File: config.mk
export PLATFORM = sky130hd
export DESIGN_NAME = readout_sequencer
export DESIGN_NICKNAME = d
export VERILOG_FILES = /design/src/rtl/readout_sequencer.sv
export SDC_FILE = /design/constraint.sdc
export NUM_CORES = 1
export LEC_CHECK = 0
export ABC_AREA = 1
export CAP_MARGIN = 20
export CORE_MARGIN = 5
export CORE_UTILIZATION = 50
export DETAILED_ROUTE_END_ITERATION = 12
export PLACE_DENSITY = 0.76
export SLEW_MARGIN = 20
export SYNTH_ARGS = -nofsm -noshare
export SYNTH_HDL_FRONTEND = slang
export SYNTH_SLANG_ARGS = --single-unit
File: constraint.sdc
create_clock -name clk -period 1.6 [get_ports clk]
set_input_delay 0.32 -clock clk [delete_from_list [all_inputs] [get_ports clk]]
set_output_delay 0.32 -clock clk [all_outputs]
set_load 0.005 [all_outputs]
File: src/rtl/readout_sequencer.sv
// readout_sequencer: runs chip reset, trigger, data-ready wait, SPI readout command and sample
// counting for a programmed number of events, driving the trigger/readout block controls.
// Ports:
//   clk, rst                  readout clock (40 MHz), synchronous active-high reset
//   start, stop               run control pulses (start honoured only in IDLE)
//   num_events                events per run, 0 = run until stop
//   trig_from_chip            chip data-ready level, rising edge advances WAIT_TRIG
//   spi_cmd_done              SPI master finished the readout command
//   fifo_wr_en                ADC sample strobe, counted only in READOUT
//   chip_rst, trig_to_chip    chip reset / trigger pulses
//   spi_cmd_req               level request to the SPI master
//   spi_readout_ready         one-cycle pulse that starts chip read clocking
//   busy, events_done         run status and saturating completed-event count
//   timeout_err, state_o      sticky timeout flag and state encoding for status
module readout_sequencer #(
  parameter int NUM_DATA          = 1280,
  parameter int RST_PULSE_LEN     = 8,
  parameter int TRIG_PULSE_LEN    = 4,
  parameter int TIMEOUT_CYCLES    = 65535,
  parameter int EVENT_COUNT_WIDTH = 16
) (
  input  logic                         clk,
  input  logic                         rst,
  input  logic                         start,
  input  logic                         stop,
  input  logic [EVENT_COUNT_WIDTH-1:0] num_events,
  input  logic                         trig_from_chip,
  input  logic                         spi_cmd_done,
  input  logic                         fifo_wr_en,
  output logic                         chip_rst,
  output logic                         trig_to_chip,
  output logic                         spi_cmd_req,
  output logic                         spi_readout_ready,
  output logic                         busy,
  output logic [EVENT_COUNT_WIDTH-1:0] events_done,
  output logic                         timeout_err,
  output logic [2:0]                   state_o
);
  typedef enum logic [2:0] {
    S_IDLE, S_CHIP_RST, S_TRIG, S_WAIT_TRIG, S_SPI_CMD, S_READOUT, S_DONE
  } state_t;
  localparam int MAXC = TIMEOUT_CYCLES > RST_PULSE_LEN
                        ? (TIMEOUT_CYCLES > TRIG_PULSE_LEN ? TIMEOUT_CYCLES : TRIG_PULSE_LEN)
                        : (RST_PULSE_LEN > TRIG_PULSE_LEN ? RST_PULSE_LEN : TRIG_PULSE_LEN);
  localparam int CW = $clog2(MAXC + 1);
  localparam int SW = $clog2(NUM_DATA + 1);
  localparam int EW = EVENT_COUNT_WIDTH;
  state_t         r_state, w_next;
  logic [CW-1:0]  r_cnt;
  logic [SW-1:0]  r_samp;
  logic [EW-1:0]  r_num, r_events;
  logic           r_tout, r_stop_pend, r_trig_d, r_rdy;
  logic           w_edge, w_tmo, w_last, w_tmo_set, w_inc, w_final;
  logic [EW:0]    w_ev_plus;
  assign w_edge    = trig_from_chip & ~r_trig_d;
  assign w_tmo     = r_cnt == CW'(TIMEOUT_CYCLES - 1);
  assign w_last    = fifo_wr_en && r_samp == SW'(NUM_DATA - 1);
  assign w_ev_plus = {1'b0, r_events} + 1'b1;
  // unsaturated compare so a run of exactly all-ones events still terminates
  assign w_final   = (r_num != '0 && w_ev_plus == {1'b0, r_num}) || r_stop_pend || stop;
  // completion conditions are tested before the timeout so they win a same-cycle tie
  always_comb begin
    w_next    = r_state;
    w_tmo_set = 1'b0;
    w_inc     = 1'b0;
    case (r_state)
      S_IDLE:      w_next = start ? S_CHIP_RST : S_IDLE;
      S_CHIP_RST:  w_next = r_cnt == CW'(RST_PULSE_LEN - 1) ? S_TRIG : S_CHIP_RST;
      S_TRIG:      w_next = r_cnt == CW'(TRIG_PULSE_LEN - 1) ? S_WAIT_TRIG : S_TRIG;
      S_WAIT_TRIG: begin
        w_next    = (stop || r_stop_pend || w_tmo) ? S_DONE : w_edge ? S_SPI_CMD : S_WAIT_TRIG;
        w_next    = (w_edge && !stop && !r_stop_pend) ? S_SPI_CMD : w_next;
        w_tmo_set = w_tmo && !w_edge && !stop && !r_stop_pend;
      end
      S_SPI_CMD: begin
        w_next    = spi_cmd_done ? S_READOUT : w_tmo ? S_DONE : S_SPI_CMD;
        w_tmo_set = w_tmo && !spi_cmd_done;
      end
      S_READOUT: begin
        w_inc     = w_last;
        w_next    = w_last ? (w_final ? S_DONE : S_TRIG) : w_tmo ? S_DONE : S_READOUT;
        w_tmo_set = w_tmo && !w_last;
      end
      S_DONE:      w_next = S_IDLE;
      default:     w_next = S_IDLE;
    endcase
  end
  always_ff @(posedge clk) begin
    if (rst) begin
      r_state     <= S_IDLE;
      r_cnt       <= '0;
      r_samp      <= '0;
      r_num       <= '0;
      r_events    <= '0;
      r_tout      <= 1'b0;
      r_stop_pend <= 1'b0;
      r_trig_d    <= 1'b0;
      r_rdy       <= 1'b0;
    end else begin
      r_state  <= w_next;
      r_trig_d <= trig_from_chip;
      // one counter times the pulses and the timeout; it restarts on every state change
      r_cnt    <= (w_next != r_state || r_state == S_IDLE || r_state == S_DONE) ? '0 : r_cnt + 1'b1;
      r_samp   <= (r_state == S_READOUT && w_next == S_READOUT) ? r_samp + SW'(fifo_wr_en) : '0;
      r_rdy    <= r_state == S_SPI_CMD && w_next == S_READOUT;
      if (r_state == S_IDLE && start) begin
        r_num       <= num_events;
        r_events    <= '0;
        r_tout      <= 1'b0;
        r_stop_pend <= 1'b0;
      end else begin
        if (w_tmo_set) r_tout <= 1'b1;
        if (w_inc && !(&r_events)) r_events <= r_events + 1'b1;
        if (stop && r_state != S_IDLE && r_state != S_DONE) r_stop_pend <= 1'b1;
      end
    end
  end
  assign chip_rst          = r_state == S_CHIP_RST;
  assign trig_to_chip      = r_state == S_TRIG;
  assign spi_cmd_req       = r_state == S_SPI_CMD;
  assign spi_readout_ready = r_rdy;
  assign busy              = r_state != S_IDLE;
  assign events_done       = r_events;
  assign timeout_err       = r_tout;
  assign state_o           = r_state;
endmodule

Word level (Yosys, flattened, before mapping)
Index checks and enable logic that the tools add are counted.
{ "totals": {"regBits": 66, "output_inout_bits": 25, "inputBits": 23} }
{ "classes": {"eq_ne": 14, "mux": 14, "reduce_logical": 34, "n_addsub": 4, "bitwise": 3} }
{ "op_table": {"columns": ["op", "n"], "rows": [
  ["adder 16 x 1 -> 16 bit (second input constant)", 2],
  ["one-hot mux 3 bit (6 select lines)", 1],
  ["adder 16 x 1 -> 17 bit (second input constant)", 1],
  ["equality test 17 x 16 -> 1 bit", 1],
  ["equality test 16 bit (second input constant)", 1],
  ["equality test 16 x 2 -> 1 bit (second input constant)", 1],
  ["equality test 16 x 3 -> 1 bit (second input constant)", 1],
  ["AND reduction 16 bit", 1],
  ["nonzero test 16 bit", 1],
  ["logical AND 1 bit", 15],
  ["2-to-1 mux 3 bit", 5],
  ["equality test 3 bit (second input constant)", 4],
  ["adder 11 x 1 -> 11 bit", 1],
  ["equality test 11 bit (second input constant)", 1],
  ["2-to-1 mux 2 bit", 4],
  ["equality test 3 x 2 -> 1 bit (second input constant)", 2],
  ["logical NOT 1 bit", 6],
  ["logical OR 1 bit", 6],
  ["OR reduction 2 bit", 3],
  ["equality test 3 x 1 -> 1 bit (second input constant)", 1],
  ["logical NOT 3 bit", 1],
  ["2-to-1 mux 1 bit", 3],
  ["inequality test 3 bit", 1],
  ["inequality test 3 bit (second input constant)", 1],
  ["other kinds (4)", 5]
]} }

Longest topological paths before layout
Gate-level depths: netlist of run 1.
{ "depth": {"depth_word": 12, "mapped_depth": 15, "ltp_nobuf": 15} }

Least setup slack after synthesis of run 1
No wires, ideal clock.
{ "synth_path": {"path_kind": "flip-flop to flip-flop", "start": "register r_events[0] (netlist: events_done[0])", "end": "register r_events[15] (netlist: events_done[15])", "path_slack_ns": -0.189, "synth_period_minus_slack_ns": 1.789, "stages_incl_launch_ff": 12, "arrival_time_ns": 1.674, "path_buffers": 1, "required_time_ns": 1.485, "cell_sequence": "dfxtp_1 -> ha_1 -> nand3_2 -> inv_2 -> nand2_4 -> nor2_4 -> nand4_2 -> nand2_4 -> inv_4 -> buf_6 -> o21ai_0 -> inv_1"} }
{ "synth_between": {"elab_chain_len": 3} }
{ "synth_lines": {"columns": ["item", "line", "rtl"], "rows": [
  ["from (decl)", "51", "logic [EW-1:0] r_num, r_events;"],
  ["from (signal assigned)", "113", "if (w_inc && !(&r_events)) r_events <= r_events + 1'b1;"],
  ["parallel branches: the longest is 3 deep, another holds adder 16 x 1 -> 16 bit", null, null]
]} }
Parallel ways; which one is timed is not known.
A chain may end at the register's enable or synchronous reset.

Final worst setup path of run 1
{ "layout_path": {"start": "register r_cnt[1]", "end": "register r_cnt[13]"} }
{ "layout_between": {"elab_chain_len": 9} }
{ "layout_lines": {"columns": ["item", "line", "rtl"], "rows": [
  ["from (decl)", "49", "logic [CW-1:0] r_cnt;"],
  ["from (signal assigned)", "103", "r_cnt <= (w_next != r_state || r_state == S_IDLE || r_state == S_DONE) ? '0 : r_cnt + 1'b1;"],
  ["equality test 16 bit", "56", "assign w_tmo = r_cnt == CW'(TIMEOUT_CYCLES - 1);"],
  ["logical OR 1 bit", "71", "w_next = (stop || r_stop_pend || w_tmo) ? S_DONE : w_edge ? S_SPI_CMD : S_WAIT_TRIG;"],
  ["2-to-1 mux 3 bit", "71", null],
  ["2-to-1 mux 3 bit", "72", "w_next = (w_edge && !stop && !r_stop_pend) ? S_SPI_CMD : w_next;"],
  ["one-hot mux 3 bit (6 select lines)", "66", "case (r_state)"],
  ["inequality test 3 bit", "103", null],
  ["logical OR 1 bit (2 in a row)", "103", null],
  ["OR reduction 2 bit (no source line)", null, null]
]} }
Parallel ways exist; a longest one is shown, timed or not.

==> impl_metrics.tcl, run 1 <==
set metrics [dict create \
    syn_to_final_growth_pct 68.06 \
    wire_per_inst_um 20.31 \
    cpPeakStageDelay_ns 0.44 \
    finalWorstSetupSlack_ns -0.6052 \
    powerDensity_nw_per_um2 549.9 \
    wl_um 16700 \
    fin_crit_ns 2.205 \
    yosys_warnings 0 \
    die_w_um 96.23 \
    drc 0 \
    cts.sinks 66 \
    grt_pass1_wl_um 22060 \
    p_sw_w 0.0009264 \
    holdCritPathClass "primary input to register" \
    setup.worst_path.end_class "register" \
    globalplace.congestion 0.9133 \
    track_usage 0.3125 \
    synthArstFlopShare 0 \
    cts.htree.levels 3 \
    critPathKind "register to register" \
    synth_most_common_cell "nand2_1" \
    grt_overflow 0 \
    syn_inst 535 \
    synthesis.nets 563 \
    io_pins 48 \
    ys_seq_area_frac 0.3554 \
    hold-path-cell-count 3 \
    maxCapViolCount 0 \
    min_period_over_period 1.378 \
    ir_worst_vdd_uv 522.1 \
    path_clk_slew_ns 0.08 \
    syn_avg_cell_area_um2 6.948 \
    cts_made_buffers 9 \
    synthTopCellsByCount "106 x nand2_1, 73 x inv_1, 72 x nor2_1" \
    pwr-share-seq 0.494 \
    antenna_found_initial 0 \
    relSlewSlack 0.6710 \
    initial_core_util 0.5125 \
    switching_share 0.2696 \
    critical_path.cell_chain "nand2_1 -> nor2_2 -> nand4_2 -> nor2_4 -> nand3_2 -> nor3_4 -> buf_4 -> nand3_1 -> xor2_1 -> nor2_4" \
    drive_above_1_share 0.4467 \
    synthTopCellsByArea "dfxtp_1 36%, nand2_1 11%, inv_1 7.4%, nor2_1 7.3%, nand3_1 7.0%" \
    ant_nets 0 \
    worst-path-max-fanout 3 \
    ctsHoldBuffers 0 \
    post-place-ws_ns -0.4513 \
    yosys.area.top_type "dfxtp_1" \
    drt_first_pass_iters 5 \
    insertion_delay_ns 0.35 \
    cts_tree "done" \
    reg2regPathDepth 10 \
    grt_pass1_vias 4640 \
    antenna_cells 0 \
    crit_top_cell "nor2_4" \
    status "finished, violations left" \
    synth.top_cell.area_share 0.3554 \
    violations "setup timing" \
    cp.arrival_ns 2.43 \
    dp_cells 772 \
    finalHoldViolCount 0 \
    num_vias 4820 \
    slowest_stage "xor2_1" \
    fin_tns_setup_ns -8.042 \
    stdcell_count 822 \
    critPathLaunchType "register" \
    via_per_inst 5.864 \
    internal_power_w 0.002509 \
    post_dp_cell_area_um2 5096 \
    rsz0062_at_grt "true" \
    rows 31 \
    numPortBuffers 47 \
    cts_buffer_depth 2 \
    setup_viol 43 \
    cp.required_ns 1.82 \
    cts-root-buf "clkbuf_8" \
    ys_ff_latch 66 \
    worst_pin_slew_ns 0.4918 \
    fin_nets 746 \
    core_um2 7253 \
    leakage_nw 2.647 \
    die-area_um2 9259 \
    grt_max_degree 33 \
    power.share.clock 0.379 \
    synth.distinct_cells 39 \
    finClkSkew_ns 0.01293 \
    fmax_mhz 453.5 \
    final_area_um2 6247 \
    synthesis.area_um2 3717 \
    die_h_um 96.23 \
    place_hpwl_um 8230 \
    yosys_most_used_dff "dfxtp_1" \
    p_comb_frac 0.126 \
    dr.first_iter.drc_count 420 \
    synth_edf_count 0 \
    drv_slew 0 \
]
flip-flops by register name (all words and copies together), names as in the netlist:
name	cells
events_done	16
r_cnt	16
r_num	16
r_samp	11
r_stop_pend	1
r_trig_d	1
spi_readout_ready	1
state_o	3
timeout_err	1
cell usage in the layout (no fill, tap or decap), types with 10 or more instances in the layout:
cell type,synthesis,routed
xor2_1,14,14
nand2_1,106,93
nor2_4,3,21
a21oi_1,28,23
nand3_1,52,44
dfxtp_2,0,22
nor2_2,5,18
buf_6,3,10
buf_4,0,117
nand2_2,4,12
clkdlybuf4s50_1,0,30
inv_1,73,60
clkbuf_8,0,11
dfxtp_4,0,11
dfxtp_1,66,33
dlygate4sd2_1,0,12
nor2_1,72,41
o21ai_0,25,18
area by class of cell:
class / count / area (um2)
Sequential cell: 66 / 1390
Timing Repair Buffer: 181 / 1594
Inverter: 76 / 312.8
Fill cell: 382 / 1006
Clock inverter: 3 / 15.01
Tap cell: 99 / 123.9
Multi-Input combinational cell: 384 / 2653
Clock buffer: 13 / 158.9
power by group through the flow:
stage	Sequential [W]	Combinational, W	Clock (W)
2_1_floorplan	0.00174	0.000177	0
3_3_place_gp	0.00174	0.000336	0
3_5_place_dp	0.00175	0.000344	0
4_1_cts	0.00170	0.000392	0.00128
5_1_grt	0.00170	0.000466	0.00138
6_report	0.00170	0.000434	0.00130
routing by layer:
| layer | global-route usage | wire [um] | share of wire | up-vias |
|---|---|---|---|---|
| li1 | - | - | - | 2121 |
| met1 | 0.3279 | 5762 | 0.35 | 2243 |
| met2 | 0.5658 | 8310 | 0.50 | 321 |
| met3 | 0.06333 | 1200 | 0.072 | 135 |
| met4 | 0.1919 | 1425 | 0.085 | 0 |
| met5 | 0 | 0 | 0 | - |
worst max-delay path, delay by kind of cell (launching register included):
kind | cells | cell delay, ns
and+or+nand+nor | 8 | 1.08
DFF | 1 | 0.39
xor gates and xnor gates | 1 | 0.44
buffers and inverters | 1 | 0.15
worst paths after layout:
path                               endpoint            from  slack (ns)
worst min register to register  r_stop_pend     r_stop_pend        0.49
worst max register to register    r_cnt[13]        r_cnt[1]       -0.61
worst max-delay path              r_cnt[13]        r_cnt[1]       -0.61
worst min-delay path               r_trig_d  trig_from_chip        0.45
metrics by stage:
stage | utilization | hold slack, ns | total power [W]
finish | 0.8613 | 0.4493 | 0.003436
global route | 0.8613 | 0.4409 | 0.003549
CTS | 0.8071 | 0.3241 | 0.003375
detailed placement | 0.7026 | 0.4523 | 0.002092
global placement | 0.7026 | 0.4369 | 0.002081
floorplan | - | 0.3824 | 0.001917
timing repair:
action	in CTS	in global routing
buffers inserted	23	13
pin swaps	37	34
setup endpoints to repair	56	60
resized for setup	137	95
cloned	2	1
kinds of logic after synthesis:
logic type / after synthesis / share of synthesized area
adders and majority gates: 5 / 0.01683
xor gates and xnor gates: 21 / 0.05352
buffers and inverters: 85 / 0.09290
AOI/OAI and AO/OA: 71 / 0.1195
and+or+nand+nor: 287 / 0.3618
DFF: 66 / 0.3554
Power figures use the tool's default switching activity.
==> run 2: changes to the inputs <==
CORE_UTILIZATION = 56   (was 50)
PLACE_DENSITY = 0.81   (was 0.76)
REMOVE_ABC_BUFFERS = 1   (was unset)
clock period = 2.4 ns   (was 1.6 ns; I/O delays follow)
==> run 2 against run 1 <==
  * The flow now finishes without violations
  * Highest routed layer unchanged
  * Global-route usage shrank 8.6 points
  * Register-to-register slack gained 0.91 ns
  * Cell area shrank 28%
  * Clock-buffer cell count shrank 2
  * Largest cell class unchanged
  * Non-clock buffer count shrank 127
==> impl_metrics.tcl, run 2 (synthesized netlist as in run 1, its figures left out) <==
set metrics [dict create \
    post-place-ws_ns 0.1344 \
    p_sw_w 0.0005396 \
    worst-path-max-fanout 6 \
    drc 0 \
    grt_max_degree 23 \
    pwr-share-seq 0.486 \
    cts_buffer_depth 2 \
    cts-root-buf "clkbuf_8" \
    maxCapViolCount 0 \
    via_per_inst 5.487 \
    drv_slew 0 \
    stdcell_count 671 \
    cts_made_buffers 9 \
    p_comb_frac 0.086 \
    critPathLaunchType "register" \
    setup.worst_path.end_class "output port" \
    rsz0062_at_grt "true" \
    min_period_over_period 0.9628 \
    drive_above_1_share 0.09933 \
    cts.sinks 66 \
    grt_overflow 0 \
    finalWorstSetupSlack_ns 0.08937 \
    slowest_stage "clkdlybuf4s50_1" \
    antenna_found_initial 0 \
    cts_tree "done" \
    switching_share 0.2290 \
    cp.required_ns 1.92 \
    fin_nets 619 \
    internal_power_w 0.001817 \
    die_h_um 91.48 \
    r2r_slack_ns 0.30 \
    fin_tns_setup_ns 0 \
    track_usage 0.2263 \
    ir_worst_vdd_uv 497.5 \
    path_clk_slew_ns 0.07 \
    power.total_w 0.002356 \
    place_hpwl_um 7140 \
    hold-path-cell-count 2 \
    relSlewSlack 0.6586 \
    cts.htree.levels 3 \
    insertion_delay_ns 0.35 \
    drt_first_pass_iters 4 \
    ctsHoldBuffers 0 \
    power.share.clock 0.429 \
    dr.first_iter.drc_count 160 \
    initial_core_util 0.5821 \
    min_to "r_stop_pend" \
    path_buf_inv 2 \
    syn_to_final_growth_pct 20.67 \
    leakage_nw 1.717 \
    numPortBuffers 47 \
    rows 29 \
    globalplace.congestion 0.9016 \
    fillerInstances 543 \
    critPathKind "register to output port" \
    post_cts_buffers 0 \
    setup_viol 0 \
    io_pins 48 \
    finalHoldViolCount 0 \
    hp-start "r_stop_pend" \
    cpPeakStageDelay_ns 0.58 \
    cts_resized 0 \
    antenna_cells 0 \
    dp_cells 657 \
    reg2reg_to "state_o[2]" \
    die-area_um2 8368 \
    wl_um 9279 \
    finClkSkew_ns 0.01130 \
    holdCritPathClass "register to register" \
    num_vias 3682 \
    fmax_mhz 432.8 \
    worst_pin_slew_ns 0.5074 \
    die_w_um 91.48 \
    critical_path.cell_chain "inv_1 -> nor3_1 -> clkdlybuf4s50_1" \
    grt_pass1_vias 3607 \
    powerDensity_nw_per_um2 525.3 \
    grt_pass1_wl_um 15660 \
    reg2regPathDepth 13 \
    fin_crit_ns 2.311 \
    layout_commonest_cell "nand2_1" \
    status "finished, final reports clean" \
    final_cell_mix "106 x nand2_1, 73 x inv_1, 72 x nor2_1, 66 x dfxtp_1, 52 x nand3_1" \
    r2r_start "events_done[1]" \
    path_delay_family "buffers and inverters" \
    ant_nets 0 \
    cp.arrival_ns 1.83 \
    wire_per_inst_um 13.83 \
    core_um2 6386 \
]
==> run 2: layout make-up <==
type                    count  area, um2  area share
clock inverters             3      65.06     0.01450
clock buffers              11      141.4     0.03152
multi-input cells         384       2051      0.4572
inverters                  76      287.8     0.06416
well taps                  77      96.34     0.02148
flip-flops and latches     66       1321      0.2946
repair buffers             54      523.0      0.1166
==> run 2: tightest hold or removal path, stage by stage, from the launching register on <==
cell and delay (ns):
dfxtp_1 0.31, inv_1 0.05, a21oi_1 0.05
==> run 2: worst max path at each step <==
stage / startpoint / to / slack [ns] / cells after the start
finish: state_o[0] / chip_rst / 0.09 / 3
global route: state_o[1] / trig_to_chip / -0.03 / 3
CTS: state_o[0] / chip_rst / 0.07 / 3
detailed placement: trig_from_chip / r_cnt[5] / 0.13 / 10
global placement: trig_from_chip / r_cnt[5] / 0.16 / 10
floorplan: state_o[2] / events_done[8] / 0.43 / 6
==> run 2: layer usage <==
layer | GRT usage | vias up | routed length (um)
li1 | - | 1856 | -
met1 | 0.2462 | 1690 | 3719
met2 | 0.4075 | 113 | 4823
met3 | 0.05785 | 23 | 466
met4 | 0.1027 | 0 | 269
met5 | 0 | - | 0
==> run 2: stage by stage <==
stage,utilization,cell area [um2],hold WS (ns)
floorplan,-,3660,0.4173
global placement,0.6701,4279,0.4284
detailed placement,0.6701,4279,0.4520
CTS,0.7024,4486,0.4611
global route,0.7024,4486,0.4876
finish,0.7024,4486,0.4578
==> run 2: power groups by stage <==
| stage | sequential (W) | combinational, W | clock (W) |
|---|---|---|---|
| 2_1_floorplan | 0.00116 | 0.000112 | 0 |
| 3_3_place_gp | 0.00117 | 0.000198 | 0 |
| 3_5_place_dp | 0.00117 | 0.000201 | 0 |
| 4_1_cts | 0.00114 | 0.000202 | 0.00103 |
| 5_1_grt | 0.00115 | 0.000226 | 0.00108 |
| 6_report | 0.00114 | 0.000202 | 0.00101 |
==> run 3: changes to the inputs <==
CELL_PAD_IN_SITES_DETAIL_PLACEMENT = 1   (was unset)
CELL_PAD_IN_SITES_GLOBAL_PLACEMENT = 1   (was unset)
CORE_UTILIZATION = 36   (was 56)
PLACE_DENSITY = unset   (was 0.81)
PLACE_DENSITY_LB_ADDON = 0.1   (was unset)
clock period = 2.03 ns   (was 2.4 ns; I/O delays follow)
==> run 3 against run 2 <==
  * Wire length grew 17%
  * Worst hold slack worse by 0.0087 ns
  * Sequential share of layout area down 1.7 points
  * Critical path depth grew 1
  * Via count rose by 2.2%
  * Global-route usage shrank 4.9 points
  * Clock skew is essentially flat
  * Die area grew 49%
  * Setup slack got worse by 0.017 ns
  * Non-clock buffer count up 28
  * Final cell count increased by 13%
  * Register-to-register slack got worse by 0.14 ns
  * Critical path type unchanged
  * Critical endpoint is now spi_cmd_req
  * Largest power group unchanged
==> impl_metrics.tcl, run 3 (synthesized netlist as in run 1, its figures left out) <==
set metrics [dict create \
    crit_end "spi_cmd_req" \
    wl_um 10840 \
    cts-root-buf "clkbuf_8" \
    cts_buffer_depth 2 \
    rsz0062_at_grt "false" \
    drive_above_1_share 0.1701 \
    ir_worst_vdd_uv 241.0 \
    worst-path-max-fanout 6 \
    insertion_delay_ns 0.35 \
    drv_slew 0 \
    setup.worst_path.end_class "output port" \
    r2r_start "events_done[0]" \
    ant_nets 0 \
    fin_crit_ns 1.957 \
    antenna_found_initial 0 \
    finalCoreUtilization 0.4740 \
    die_w_um 111.6 \
    path_clk_slew_ns 0.07 \
    reg2reg_to "state_o[2]" \
    dr.first_iter.drc_count 115 \
    reg2regPathDepth 15 \
    leakage_nw 1.896 \
    r2r_slack_ns 0.16 \
    grt_pass1_wl_um 18140 \
    cts_tree "done" \
    status "finished, final reports clean" \
    finalHoldViolCount 0 \
    cts_made_buffers 9 \
    track_usage 0.1774 \
    relSlewSlack 0.7489 \
    post-place-ws_ns -0.1371 \
    crit_path_start "state_o[1]" \
    grt_overflow 0 \
    die_h_um 111.6 \
    seq_area_um2 1338 \
    wire_per_inst_um 14.29 \
    min_period_over_period 0.9643 \
    final_cell_mix "104 x nand2_1, 71 x nor2_1, 70 x inv_1, 57 x dfxtp_1, 52 x nand3_1" \
    powerDensity_nw_per_um2 531.0 \
    num_vias 3762 \
    fillerInstances 1332 \
    antenna_cells 0 \
    setup_viol 0 \
    syn_to_final_growth_pct 29.86 \
    initial_core_util 0.3650 \
    cts.htree.levels 3 \
    slowest_stage "clkdlybuf4s50_1" \
    layout_commonest_cell "nand2_1" \
    numPortBuffers 47 \
    core_um2 10180 \
    finClkSkew_ns 0.01133 \
    drt_first_pass_iters 4 \
    rows 37 \
    worst_pin_slew_ns 0.3753 \
    critical_path.cell_chain "inv_2 -> nand2_4 -> nor2_4 -> clkdlybuf4s50_1" \
    holdCritPathClass "register to register" \
    io_pins 48 \
    via_per_inst 4.957 \
    globalplace.congestion 0.8430 \
    grt_max_degree 21 \
    critPathLaunchType "register" \
    die-area_um2 12460 \
    finalWorstSetupSlack_ns 0.07254 \
    ctsHoldBuffers 0 \
    critPathKind "register to output port" \
    cts.sinks 66 \
    multiInputGateArea_um2 2127 \
    fin_nets 647 \
    drc 0 \
    cp.arrival_ns 1.55 \
    grt_pass1_vias 3943 \
    place_hpwl_um 8780 \
    maxCapViolCount 0 \
    cpPeakStageDelay_ns 0.51 \
    cp.required_ns 1.62 \
    fmax_mhz 510.9 \
]
## run 3: cell types whose count changed in the layout (fill, tap and decap cells not counted), sizes merged
cell	before	now
buf	7	35
clkinv	1	4
bufinv	2	0
clkdlybuf4s50	47	45
dlymetal6s2s	0	2
## run 3: layout make-up
cell class,instances,share of cell area
sequential,66,0.2771
clock inverter,4,0.004147
inverter,76,0.06013
tap,136,0.03525
multi-input combinational,384,0.4406
clock buffer,11,0.02722
timing repair buffer,82,0.1555
## run 3: worst min-delay path by stage
| stage | startpoint | to | depth (start not counted) |
|---|---|---|---|
| CTS | r_cnt[0] | r_cnt[0] | 1 |
| global route | r_cnt[0] | r_cnt[0] | 1 |
| detailed placement | r_cnt[0] | r_cnt[0] | 1 |
| floorplan | r_cnt[0] | r_cnt[0] | 1 |
| finish | r_cnt[0] | r_cnt[0] | 1 |
| global placement | r_cnt[0] | r_cnt[0] | 1 |
## run 3: timing repair
item,CTS,global route
endpoints found under the hold margin,0,0
endpoints found under the setup margin,4,5
cloned,0,0
buffers inserted,1,2
resized for setup,12,21
pin swaps,1,3
## run 3: routing by layer
| metal | global-route usage | wire length, um | up-vias |
|---|---|---|---|
| met3 | 0.02717 | 208 | 15 |
| met1 | 0.1972 | 4619 | 1802 |
| li1 | - | - | 1913 |
| met2 | 0.3374 | 5811 | 32 |
| met5 | 0 | 0 | - |
| met4 | 0.06732 | 204 | 0 |
## run 3: worst max-delay path, delay by kind of cell, from the launching register on
kind / cells / cell delay (ns)
buffers and inverters: 2 / 0.63
DFF: 1 / 0.38
and+or+nand+nor: 2 / 0.20
## run 3: stage by stage
stage,instances,area (um2),hold slack (ns),power [W],TNS [ns]
final,759,4827,0.4491,0.002563,0
after global routing,759,4827,0.4775,0.002699,0
after CTS,757,4747,0.4552,0.002612,0
after detailed placement,741,4553,0.4436,0.001646,-2.567
after global placement,741,4553,0.4365,0.001640,-0.8740
after floorplan,526,3660,0.4173,0.001507,0
## run 3: report_power, final
group          switching [W]  internal (W)
Combinational       0.000142      0.000130
Clock               0.000510      0.000429
Sequential         0.0000262       0.00133
